===== src/rtl/lane_queue_sensor.sv =====
// Per-lane loop detector front end: synchronise, debounce, count vehicles, drain on green, emit congestion code.
// Optional stuck-detector supervision is compiled in with `define LANE_STUCK_DETECT_EN.
module lane_queue_sensor #(
   parameter int DEBOUNCE_CYCLES  = 3,
   parameter int Q_W              = 5,
   parameter int LOW_THRESH       = 4,
   parameter int HIGH_THRESH      = 10,
   parameter int DISCHARGE_CYCLES = 8,
   parameter int STUCK_CYCLES     = 64
) (
   input  logic           clk,
   input  logic           rst_n,
   input  logic           loop_raw_i,
   input  logic [2:0]     light_state_i,
   output logic [1:0]     sensor_code_o,
   output logic [Q_W-1:0] queue_count_o,
   output logic           fault_o
);

   localparam int DB_W  = $clog2(DEBOUNCE_CYCLES + 1);
   localparam int DIS_W = $clog2(DISCHARGE_CYCLES + 1);
   localparam logic [DB_W-1:0]  DB_LAST  = DB_W'(DEBOUNCE_CYCLES - 1);
   localparam logic [DIS_W-1:0] DIS_LAST = DIS_W'(DISCHARGE_CYCLES - 1);
   localparam logic [Q_W-1:0]   Q_MAX    = {Q_W{1'b1}};
   localparam logic [Q_W-1:0]   LOW_TH   = Q_W'(LOW_THRESH);
   localparam logic [Q_W-1:0]   HIGH_TH  = Q_W'(HIGH_THRESH);

   logic             sync1_q, sync_q;
   logic             filt_q, filt_d, filt_prev_q;
   logic [DB_W-1:0]  db_cnt_q, db_cnt_d;
   logic [DIS_W-1:0] dis_cnt_q, dis_cnt_d;
   logic [Q_W-1:0]   queue_q, queue_d;
   logic [1:0]       code_q, code_d;
   logic             frozen_s, force_s, arrive_s, depart_s, run_s;

   function automatic logic [1:0] thermo_code(input logic [Q_W-1:0] q);
      if (q >= HIGH_TH) begin
         return 2'b11;
      end else if (q >= LOW_TH) begin
         return 2'b01;
      end else begin
         return 2'b00;
      end
   endfunction

   // Debounce: filtered level flips only after DEBOUNCE_CYCLES consecutive disagreeing samples.
   always_comb begin
      filt_d   = filt_q;
      db_cnt_d = {DB_W{1'b0}};
      if (sync_q != filt_q) begin
         if (db_cnt_q == DB_LAST) begin
            filt_d   = ~filt_q;
            db_cnt_d = {DB_W{1'b0}};
         end else begin
            db_cnt_d = db_cnt_q + 1'b1;
         end
      end else begin
         db_cnt_d = {DB_W{1'b0}};
      end
   end

   // Queue bookkeeping: arrivals on filtered rise, departures after each full green interval.
   always_comb begin
      arrive_s  = filt_q & ~filt_prev_q & ~frozen_s;
      run_s     = (light_state_i == 3'b001) & (queue_q != {Q_W{1'b0}}) & ~frozen_s;
      depart_s  = 1'b0;
      dis_cnt_d = {DIS_W{1'b0}};
      if (run_s) begin
         if (dis_cnt_q == DIS_LAST) begin
            depart_s  = 1'b1;
            dis_cnt_d = {DIS_W{1'b0}};
         end else begin
            dis_cnt_d = dis_cnt_q + 1'b1;
         end
      end else begin
         dis_cnt_d = {DIS_W{1'b0}};
      end
      case ({arrive_s, depart_s})
         2'b10:   queue_d = (queue_q == Q_MAX) ? queue_q : queue_q + 1'b1;
         2'b01:   queue_d = queue_q - 1'b1;
         default: queue_d = queue_q;
      endcase
   end

   // Congestion code trails queue_count by one edge; a stuck fault pins it high.
   always_comb begin
      if (force_s) begin
         code_d = 2'b11;
      end else begin
         code_d = thermo_code(queue_q);
      end
   end

   // Main state registers.
   always_ff @(posedge clk or negedge rst_n) begin
      if (!rst_n) begin
         sync1_q     <= 1'b0;
         sync_q      <= 1'b0;
         filt_q      <= 1'b0;
         filt_prev_q <= 1'b0;
         db_cnt_q    <= {DB_W{1'b0}};
         dis_cnt_q   <= {DIS_W{1'b0}};
         queue_q     <= {Q_W{1'b0}};
         code_q      <= 2'b00;
      end else begin
         sync1_q     <= loop_raw_i;
         sync_q      <= sync1_q;
         filt_q      <= filt_d;
         filt_prev_q <= filt_q;
         db_cnt_q    <= db_cnt_d;
         dis_cnt_q   <= dis_cnt_d;
         queue_q     <= queue_d;
         code_q      <= code_d;
      end
   end

`ifdef LANE_STUCK_DETECT_EN
   localparam int ST_W = $clog2(STUCK_CYCLES + 1);
   localparam logic [ST_W-1:0] ST_MAX = ST_W'(STUCK_CYCLES);

   logic [ST_W-1:0] stuck_cnt_q, stuck_cnt_d;
   logic            fault_q, fault_d;

   // Stuck supervision: fault latches after STUCK_CYCLES of continuous occupancy, drops with the level.
   always_comb begin
      if (filt_q) begin
         if (stuck_cnt_q == ST_MAX) begin
            stuck_cnt_d = stuck_cnt_q;
         end else begin
            stuck_cnt_d = stuck_cnt_q + 1'b1;
         end
      end else begin
         stuck_cnt_d = {ST_W{1'b0}};
      end
      fault_d = filt_q & (fault_q | (stuck_cnt_q == ST_MAX));
   end

   // Stuck supervision registers.
   always_ff @(posedge clk or negedge rst_n) begin
      if (!rst_n) begin
         stuck_cnt_q <= {ST_W{1'b0}};
         fault_q     <= 1'b0;
      end else begin
         stuck_cnt_q <= stuck_cnt_d;
         fault_q     <= fault_d;
      end
   end

   assign frozen_s = fault_q;
   assign force_s  = fault_d;
   assign fault_o  = fault_q;
`else
   assign frozen_s = 1'b0;
   assign force_s  = 1'b0;
   assign fault_o  = 1'b0;
`endif

   assign sensor_code_o = code_q;
   assign queue_count_o = queue_q;

endmodule


===== config.mk =====
export PLATFORM = sky130hd
export DESIGN_NAME = lane_queue_sensor
export DESIGN_NICKNAME = d
export VERILOG_FILES = /design/src/rtl/lane_queue_sensor.sv
export SDC_FILE = /design/constraint.sdc
export NUM_CORES = 1
export LEC_CHECK = 0
export BUFFER_PORTS_ARGS = -buffer_cell sky130_fd_sc_hd__buf_2
export CAP_MARGIN = 15
export CORE_ASPECT_RATIO = 1.2
export CORE_UTILIZATION = 35
export CTS_CLUSTER_SIZE = 8
export DETAILED_ROUTE_END_ITERATION = 7
export SLEW_MARGIN = 10
export SYNTH_ARGS = -nofsm -noshare
export SYNTH_HDL_FRONTEND = slang
export SYNTH_SLANG_ARGS = --single-unit

===== constraint.sdc =====
create_clock -name clk -period 3 [get_ports clk]
set_input_delay 0 -clock clk [delete_from_list [all_inputs] [get_ports clk]]
set_output_delay 0 -clock clk [all_outputs]
set_load 0.05 [all_outputs]

* Word-level counts from Yosys, hierarchy flattened
Index checks and enable logic that the tools add are counted.
** Operators by class
- Add/subtract/negate cells :: 4
- Equal/unequal tests :: 8
- Order comparisons :: 2
- Multiplexer cells :: 10
- Bitwise operators :: 4
- Reduce and logical (&&, ||, !) cells :: 4
** Operators with widths (number)
- 5-bit case mux with 2 select lines :: 1
- 4-bit two-way mux :: 2
- 2-bit two-way mux :: 3
- 5-bit by 1-bit adder with 5-bit output (second input constant) :: 1
- 5-bit == test (second input constant) :: 1
- 5-bit by 3-bit greater-or-equal comparator with 1-bit output (second input constant) :: 1
- 5-bit by 4-bit greater-or-equal comparator with 1-bit output (second input constant) :: 1
- 5-bit two-way mux :: 1
- 5-bit nonzero test :: 1
- 5-bit by 1-bit subtractor with 5-bit output (second input constant) :: 1
- 4-bit by 1-bit adder with 4-bit output (second input constant) :: 1
- 2-bit == test (second input constant) :: 2
- 4-bit by 3-bit == test with 1-bit output (second input constant) :: 1
- 2-bit AND reduction :: 2
- 3-bit by 1-bit == test with 1-bit output (second input constant) :: 1
- 1-bit two-way mux :: 3
- 2-bit by 1-bit adder with 2-bit output (second input constant) :: 1
- 1-bit bitwise AND :: 2
- 2-bit by 1-bit == test with 1-bit output (second input constant) :: 1
- 2-bit inequality test (second input constant) :: 1
- 1-bit NOT :: 2
- 2-bit nonzero test :: 1
- 1-bit inequality test :: 1
** Word-level totals
- Flip-flop bits (word level) :: 17
- Output and inout bits :: 8
- Input bits :: 6
- Logic and storage cells :: 40

* Logic depth before layout (Yosys ltp)
Gate-level depths: netlist of run 1.
- Depth in word-level cells :: 6
- Depth in mapped cells :: 10
- Depth with buffers taken out :: 10

* Worst setup path before layout of run 1
No wires, ideal clock.
- Path kind :: flip-flop to flip-flop
- Start point :: register queue_q[2] (netlist: queue_count_o[2])
- End point :: register queue_q[4] (netlist: queue_count_o[4])
- Arrival :: 2452 ps
- Stages on the path, launching flop included :: 11
- Setup time :: 143 ps
- Period minus slack after synthesis :: 2596 ps
- Buffers on the path :: 1
- Data required time :: 2857 ps
- Slack :: 404 ps
- Cells stage by stage :: dfrtp_1 clkbuf_1 or4_4 o211ai_2 nor2_1 xor2_1 ha_1 o21ai_0 o31ai_1 a32oi_1 xnor2_1
** On the way
- Word-level cells in the longest chain between the ends :: 6
- Elaborated cells between the ends (all ways) :: 13
- Those cells by class :: add/sub (2); eq/ne (4); mux (3); bitwise (1); reduce/logical (3)
** Ends and longest elaborated chain
- start, declared :: line 32 : logic [Q_W-1:0] queue_q, queue_d;
- start signal, assigned :: line 103 : queue_q <= {Q_W{1'b0}};
- start signal, assigned :: line 112 : queue_q <= queue_d;
- 5-bit nonzero test :: line 65 : run_s = (light_state_i == 3'b001) & (queue_q != {Q_W{1'b0}}) & ~frozen_s;
- 1-bit bitwise AND :: line 65
- 1-bit two-way mux :: line 68 : if (run_s) begin
- 2-bit == test / 2-bit by 1-bit == test with 1-bit output (equally long branches) :: line 78 : case ({arrive_s, depart_s})
- 2-bit inequality test (no line) / 2-bit nonzero test (equally long branches)
- 2-bit AND reduction (no line)
Several ways; a longest one is shown, not always the timed one. The select of a mux whose other input is x is not followed.
A chain may end at the register's enable or synchronous reset.

* Worst setup path after layout of run 1
- Start point :: register queue_q[1] (netlist: queue_count_o[1])
- End point :: register queue_q[4] (netlist: queue_count_o[4])
Same word-level chain as after synthesis.

==> out/summary.txt, run 1 <==
Site Rows: 19
Vias/cell: 4.855
Leak: 0.4431 nW
DIE HEIGHT: 55.53 um
Clk Latency, worst-skew pair: 280 ps
Layout Skew: 0.6989 ps
CP Capture Type: flop
Crit Path Max Fanout: 8
Yosys warnings: 0
max-slew violations: 0
RSZ-0062 raised after global routing: false
multi-input logic area: 387.9 um2
Chip Width: 46.61 um
Final setup viols: 0
fin crit share: 0.8499
TritonCTS buffer count: 3
postcts setup bufs: 0
die area: 0.002588 mm2
min cycle time layout: 2550 ps
Mapped Cells: 71
final hold violations: 0
Post-route DRC: 0
peak supply drop: 0.0004761 V
layout cell share with drive strength beyond 1: 0.2907
WL/cell: 10.67 um
TritonCTS clock tree: yes
CP Launch Type: flop
Seq. cell area: 425.4 um2
post-route cell area: 965.9 um2
Post-Place Cell Area: 919.6 um2
fraction of registers with async set/reset: 1.000
clock transition at the registers of the reported paths: 90 ps
CTS H-tree lvls: 1
Synth area leaders: dfrtp_1 51%, xnor2_1 6.3%, ha_1 4.5%
first-pass GRT wire length: 2.145 mm
initial core utilization: 0.3662
final core utilization: 0.4232
net count after synthesis: 80
final std cells w/o fill: 117
Top FF cell, synth: dfrtp_1
f_max: 0.3922 GHz
FILL cells: 234
IO Port Bufs: 12
status: complete, no violations
post-route setup slack: 450.4 ps
final WL: 1.248 mm
initial antenna violation count: 0
pwr/cell area: 997.3 mW/mm2
gr usage total: 0.1132
Hold WC Path Type: in -> reg
critical-path cell list: or4_4, o211ai_2, nor2_1, xor2_1, ha_1, o21ai_0, o31ai_1, a32oi_1, xnor2_1
largest net degree at the start of global routing: 18
Sum Neg Setup Slack: 0 ps
CP max stage cell: or4_4
Final #Nets: 96
Cell Area, Synth: 835.8 um2
Sink Count: 17
Core Footprint: 0.002282 mm2
share of the synthesized area in the top cell type: 0.5090
Yosys reg bits: 17
CP max stage delay: 560 ps
Pwr Total: 0.9633 mW
placed cells: 111
WP data required: 3210 ps
critical path arrival: 2760 ps
n_diodes: 0
Routed Antenna Nets: 0
Max Cap Viol: 0
Synth area leader: dfrtp_1
Unique masters post-synth: 35
crit path kind: reg -> reg
EDFF count, synth: 0
IO Pins: 14
GRT overflow: 0
Area Overhead vs Synth: 15.57%
register area share after synthesis: 0.5090
post-DP HPWL: 942.1 um
GP Congestion: 0.7246
Mapped Avg Cell Area: 11.77 um2
CTS root buffer: clkbuf_4
Place WS: 500.6 ps
Vias: 568
drt initial violations: 4
clock buffer depth: 2
vias in the first global route: 523
DR pass1 iterations: 3
final hold slack: 144.2 ps
cells in the final DEF, fill, tap and decap left out, types with 2 or more instances in the layout:
cell,count
o21ai_0,3
nor3_1,3
clkbuf_4,3
a32oi_1,2
inv_1,2
nand3_1,2
mux2_4,2
nor2_1,5
dlygate4sd3_1,2
dfrtp_1,17
xnor2_1,6
ha_1,3
buf_2,12
a21oi_1,2
area by class of cell:
class / count / share of cell area
clock buffer: 4 / 0.02720
tap: 31 / 0.04016
timing repair buffer: 14 / 0.08290
sequential: 17 / 0.4404
inverter: 2 / 0.007772
multi-input combinational: 49 / 0.4016
cell families (layout without fill, tap and decap cells):
logic type               Yosys count  count (layout)  share of synthesized area
multiplexers                       3               3                    0.04940
other                              1               1                   0.004487
XOR/XNOR                           7               7                    0.07335
flip-flops                        17              17                     0.5090
AND/OR/NAND/NOR                   23              23                     0.1827
buffers and inverters              5              20                    0.02694
adder cells (fa/ha/maj)            3               3                    0.04491
AO/OA/AOI/OAI                     12              12                     0.1093
registers in the layout (all words and copies together), names as in the netlist:
register       cells
db_cnt_q           2
dis_cnt_q          4
filt_prev_q        1
filt_q             1
queue_count_o      5
sensor_code_o      2
sync1_q            1
sync_q             1
worst max-delay path: cells and delay by family, from the launching register on:
kind	cells	cell delay [ps]
compound gates	4	770
xor+xnor	2	300
fa+ha+maj	1	240
flops	1	470
simple gates	2	700
report_power, final:
group	total [mW]	leakage, nW	internal, mW	switching, mW
combinational	0.456	0.216	0.180	0.276
sequential	0.391	0.213	0.301	0.0895
clock	0.116	0.0150	0.0515	0.0648
timing repair:
item,in CTS,in global routing
resized for setup,0,0
endpoints found under the hold margin,18,0
hold buffers,2,0
routing by layer:
layer,up-vias,share of wire,global-route usage
met1,278,0.46,0.1429
li1,281,-,-
met3,2,0.026,0.01961
met4,0,0.0080,0.06122
met5,-,0,0
met2,7,0.50,0.1766
worst paths after layout:
path,cells after the start,slack (ps),endpoint,startpoint
worst max-delay path,9,450,queue_count_o[4]$_DFFE_PN0P_,queue_count_o[1]$_DFFE_PN0P_
worst min-delay path,4,140,dis_cnt_q[1]$_DFF_PN0_,light_state_i[1]
worst max register to register,9,450,queue_count_o[4]$_DFFE_PN0P_,queue_count_o[1]$_DFFE_PN0P_
worst min register to register,0,380,sync_q$_DFF_PN0_,sync1_q$_DFF_PN0_
max in group asynchronous,2,2580,dis_cnt_q[3]$_DFF_PN0_,rst_n
min in group asynchronous,2,160,queue_count_o[4]$_DFFE_PN0P_,rst_n
Yosys cell counts (2+ instances only):
cell / n
a21oi_1: 2
a32oi_1: 2
dfrtp_1: 17
ha_1: 3
inv_1: 2
mux2_4: 2
nand3_1: 2
nor2_1: 5
nor3_1: 3
o21ai_0: 3
xnor2_1: 6
No activity file was read; power rests on OpenSTA's default activity.
==> run 2: changes to the inputs <==
Settings changed: ABC_AREA set to 1.
Clock period 3 ns to 2.22 ns, I/O delays scaled along.
==> out/summary.txt, run 2 <==
GRT overflow: 0
n_diodes: 0
sum of buffers and inverters on the critical path: 0
hold-fix buffers at CTS: 2
Cell Area, Synth: 877.1 um2
CTS H-tree lvls: 1
Mapped Avg Cell Area: 9.431 um2
drt initial violations: 32
pwr/cell area: 1214 mW/mm2
top-count cell post-synth: nand2_1
critical-path cell list: ha_1, nand2_2, nor2_4, nand4_4, xor2_1, ha_1, o21bai_2, nand3_2, nand2_1, nand2_1, nand2_1, nand2_1, nand2_1
commonest non-fill, non-tap cell in the layout: nand2_1
GP Congestion: 0.7727
CTS resizes: 0
CTS root buffer: clkbuf_4
first-pass GRT wire length: 2.697 mm
Synth area leader: dfrtp_1
Core Footprint: 0.002330 mm2
Net Sw Power: 0.6006 mW
Post-Place Cell Area: 968.4 um2
Sum Neg Setup Slack: 0 ps
postcts setup bufs: 0
gr usage total: 0.1411
net count after synthesis: 102
Top FF cell, synth: dfrtp_1
CP Capture Type: flop
WP data required: 2430 ps
Sink Count: 17
max FFs per register: 5
hold path startpoint: light_state_i[2]
Clk Latency, worst-skew pair: 300 ps
Yosys warnings: 0
Site Rows: 19
post-route cell area: 0.001016 mm2
initial core utilization: 0.3765
Vias/cell: 4.610
Vias: 650
Final #Nets: 120
crit path kind: reg -> reg
max-slew violations: 0
Leak: 0.5238 nW
sequential share of power: 0.391
FF-to-FF setup slack: 230 ps
most frequent cells in the layout: 18 x nand2_1, 17 x dfrtp_1, 13 x inv_1
IO Port Bufs: 12
Switching Share: 0.4871
CP delay by family, top: simple AND/OR/NAND/NOR gates
CP Launch Type: flop
Crit Path Max Fanout: 7
combinational group share of total power: 0.469
Post-route DRC: 0
CP max stage cell: dfrtp_1
worst setup path startpoint: dis_cnt_q[0]$_DFF_PN0_
Layout Skew: 6.816 ps
initial antenna violation count: 0
internal power: 0.6324 mW
Routed Antenna Nets: 0
final WL: 1.468 mm
Synth area leaders: dfrtp_1 49%, nand2_1 7.7%, inv_1 5.6%
largest net degree at the start of global routing: 18
final hold violations: 0
status: complete, no violations
TritonCTS buffer count: 3
cell mode on critical path: nand2_1
TritonCTS clock tree: yes
fraction of registers with async set/reset: 1.000
WL/cell: 10.41 um
clock buffer depth: 2
Final setup viols: 0
min cycle time layout: 1995 ps
Chip Width: 47.70 um
reg2reg start: dis_cnt_q[0]$_DFF_PN0_
IO Pins: 14
peak supply drop: 0.0005050 V
vias in the first global route: 659
f_max: 0.5013 GHz
Unique masters post-synth: 25
register area share after synthesis: 0.4850
Hold WC Path Type: in -> reg
clock transition at the registers of the reported paths: 110 ps
die area: 0.002711 mm2
clock share of power: 0.140
Post-synth top cells: 18 x nand2_1, 17 x dfrtp_1, 13 x inv_1
fin crit share: 0.8986
Yosys reg bits: 17
DIE HEIGHT: 56.84 um
CP max stage delay: 390 ps
EDFF count, synth: 0
DR pass1 iterations: 3
share of the synthesized area in the top cell type: 0.4850
RSZ-0062 raised after global routing: false
post-DP HPWL: 1.128 mm
layout cell share with drive strength beyond 1: 0.2545
Area Overhead vs Synth: 15.83%
critical path arrival: 2200 ps
Mapped Cells: 93
Max Cap Viol: 0
run 2: changes by cell type after synthesis, moves of 3 or more:
cell and change:
nand3_1 +4, xnor2_1 -4, inv_1 +11, xor2_1 +3
nand2_1 +18
run 2: per-stage QoR:
| step | util | total power, mW | setup slack (ps) | hold WS [ps] | instances |
|---|---|---|---|---|---|
| 3_5_place_dp | 0.4157 | 1.066 | 212.3 | -53.14 | 135 |
| 3_3_place_gp | 0.4157 | 1.051 | 275.0 | -62.16 | 135 |
| 6_report | 0.4361 | 1.233 | 225.1 | 62.83 | 141 |
| 2_1_floorplan | - | 0.9375 | 209.8 | -295.6 | 93 |
| 4_1_cts | 0.4361 | 1.244 | 197.9 | 68.79 | 141 |
| 5_1_grt | 0.4361 | 1.340 | 21.86 | 57.12 | 141 |
run 2: power by group through the flow:
stage / Combinational [mW] / Sequential (mW) / Clock, mW
after floorplan: 0.283 / 0.655 / 0
after global placement: 0.564 / 0.487 / 0
after detailed placement: 0.578 / 0.488 / 0
after CTS: 0.583 / 0.482 / 0.178
after global routing: 0.637 / 0.502 / 0.200
final: 0.578 / 0.482 / 0.173
run 2: metal layers:
metal / GRT usage / vias to the layer above / wire length (um)
met4: 0.07143 / 0 / 24
met3: 0.03859 / 2 / 40
met1: 0.1475 / 307 / 662
met2: 0.2413 / 12 / 740
li1: - / 329 / -
met5: 0 / - / 0
run 2: final cells by class:
type / count / area [um2]
Clock inverter: 1 / 5.005
Clock buffer: 3 / 22.52
Timing Repair Buffer: 14 / 80.08
Sequential cell: 17 / 425.4
Inverter: 14 / 52.55
Multi-Input combinational cell: 61 / 391.6
Tap cell: 31 / 38.79
Fill cell: 242 / 1314
run 2: cells by family after synthesis:
family,synth area share
AO/OA/AOI/OAI,0.05135
XOR/XNOR,0.05991
adder cells (fa/ha/maj),0.04280
buffers and inverters,0.06848
flip-flops,0.4850
multiplexers,0.01141
other,0.004275
AND/OR/NAND/NOR,0.2767
run 2: worst register-to-register path, stage by stage (launching register included):
cell      delay, ps
dfrtp_1         390
ha_1            190
nand2_2          80
nor2_4          140
nand4_4         180
xor2_1          200
ha_1            180
o21bai_2        210
nand3_2          90
nand2_1          50
nand2_1          50
nand2_1          40
nand2_1          50
nand2_1          40
run 2: path summary, 6_finish.rpt:
path / end / cells after the start
max in group asynchronous: filt_prev_q$_DFF_PN0_ / 2
hold reg to reg: sync_q$_DFF_PN0_ / 0
min in group asynchronous: queue_count_o[0]$_DFFE_PN0P_ / 2
setup / recovery: queue_count_o[4]$_DFFE_PN0P_ / 13
hold / removal: dis_cnt_q[1]$_DFF_PN0_ / 4
setup reg to reg: queue_count_o[4]$_DFFE_PN0P_ / 13
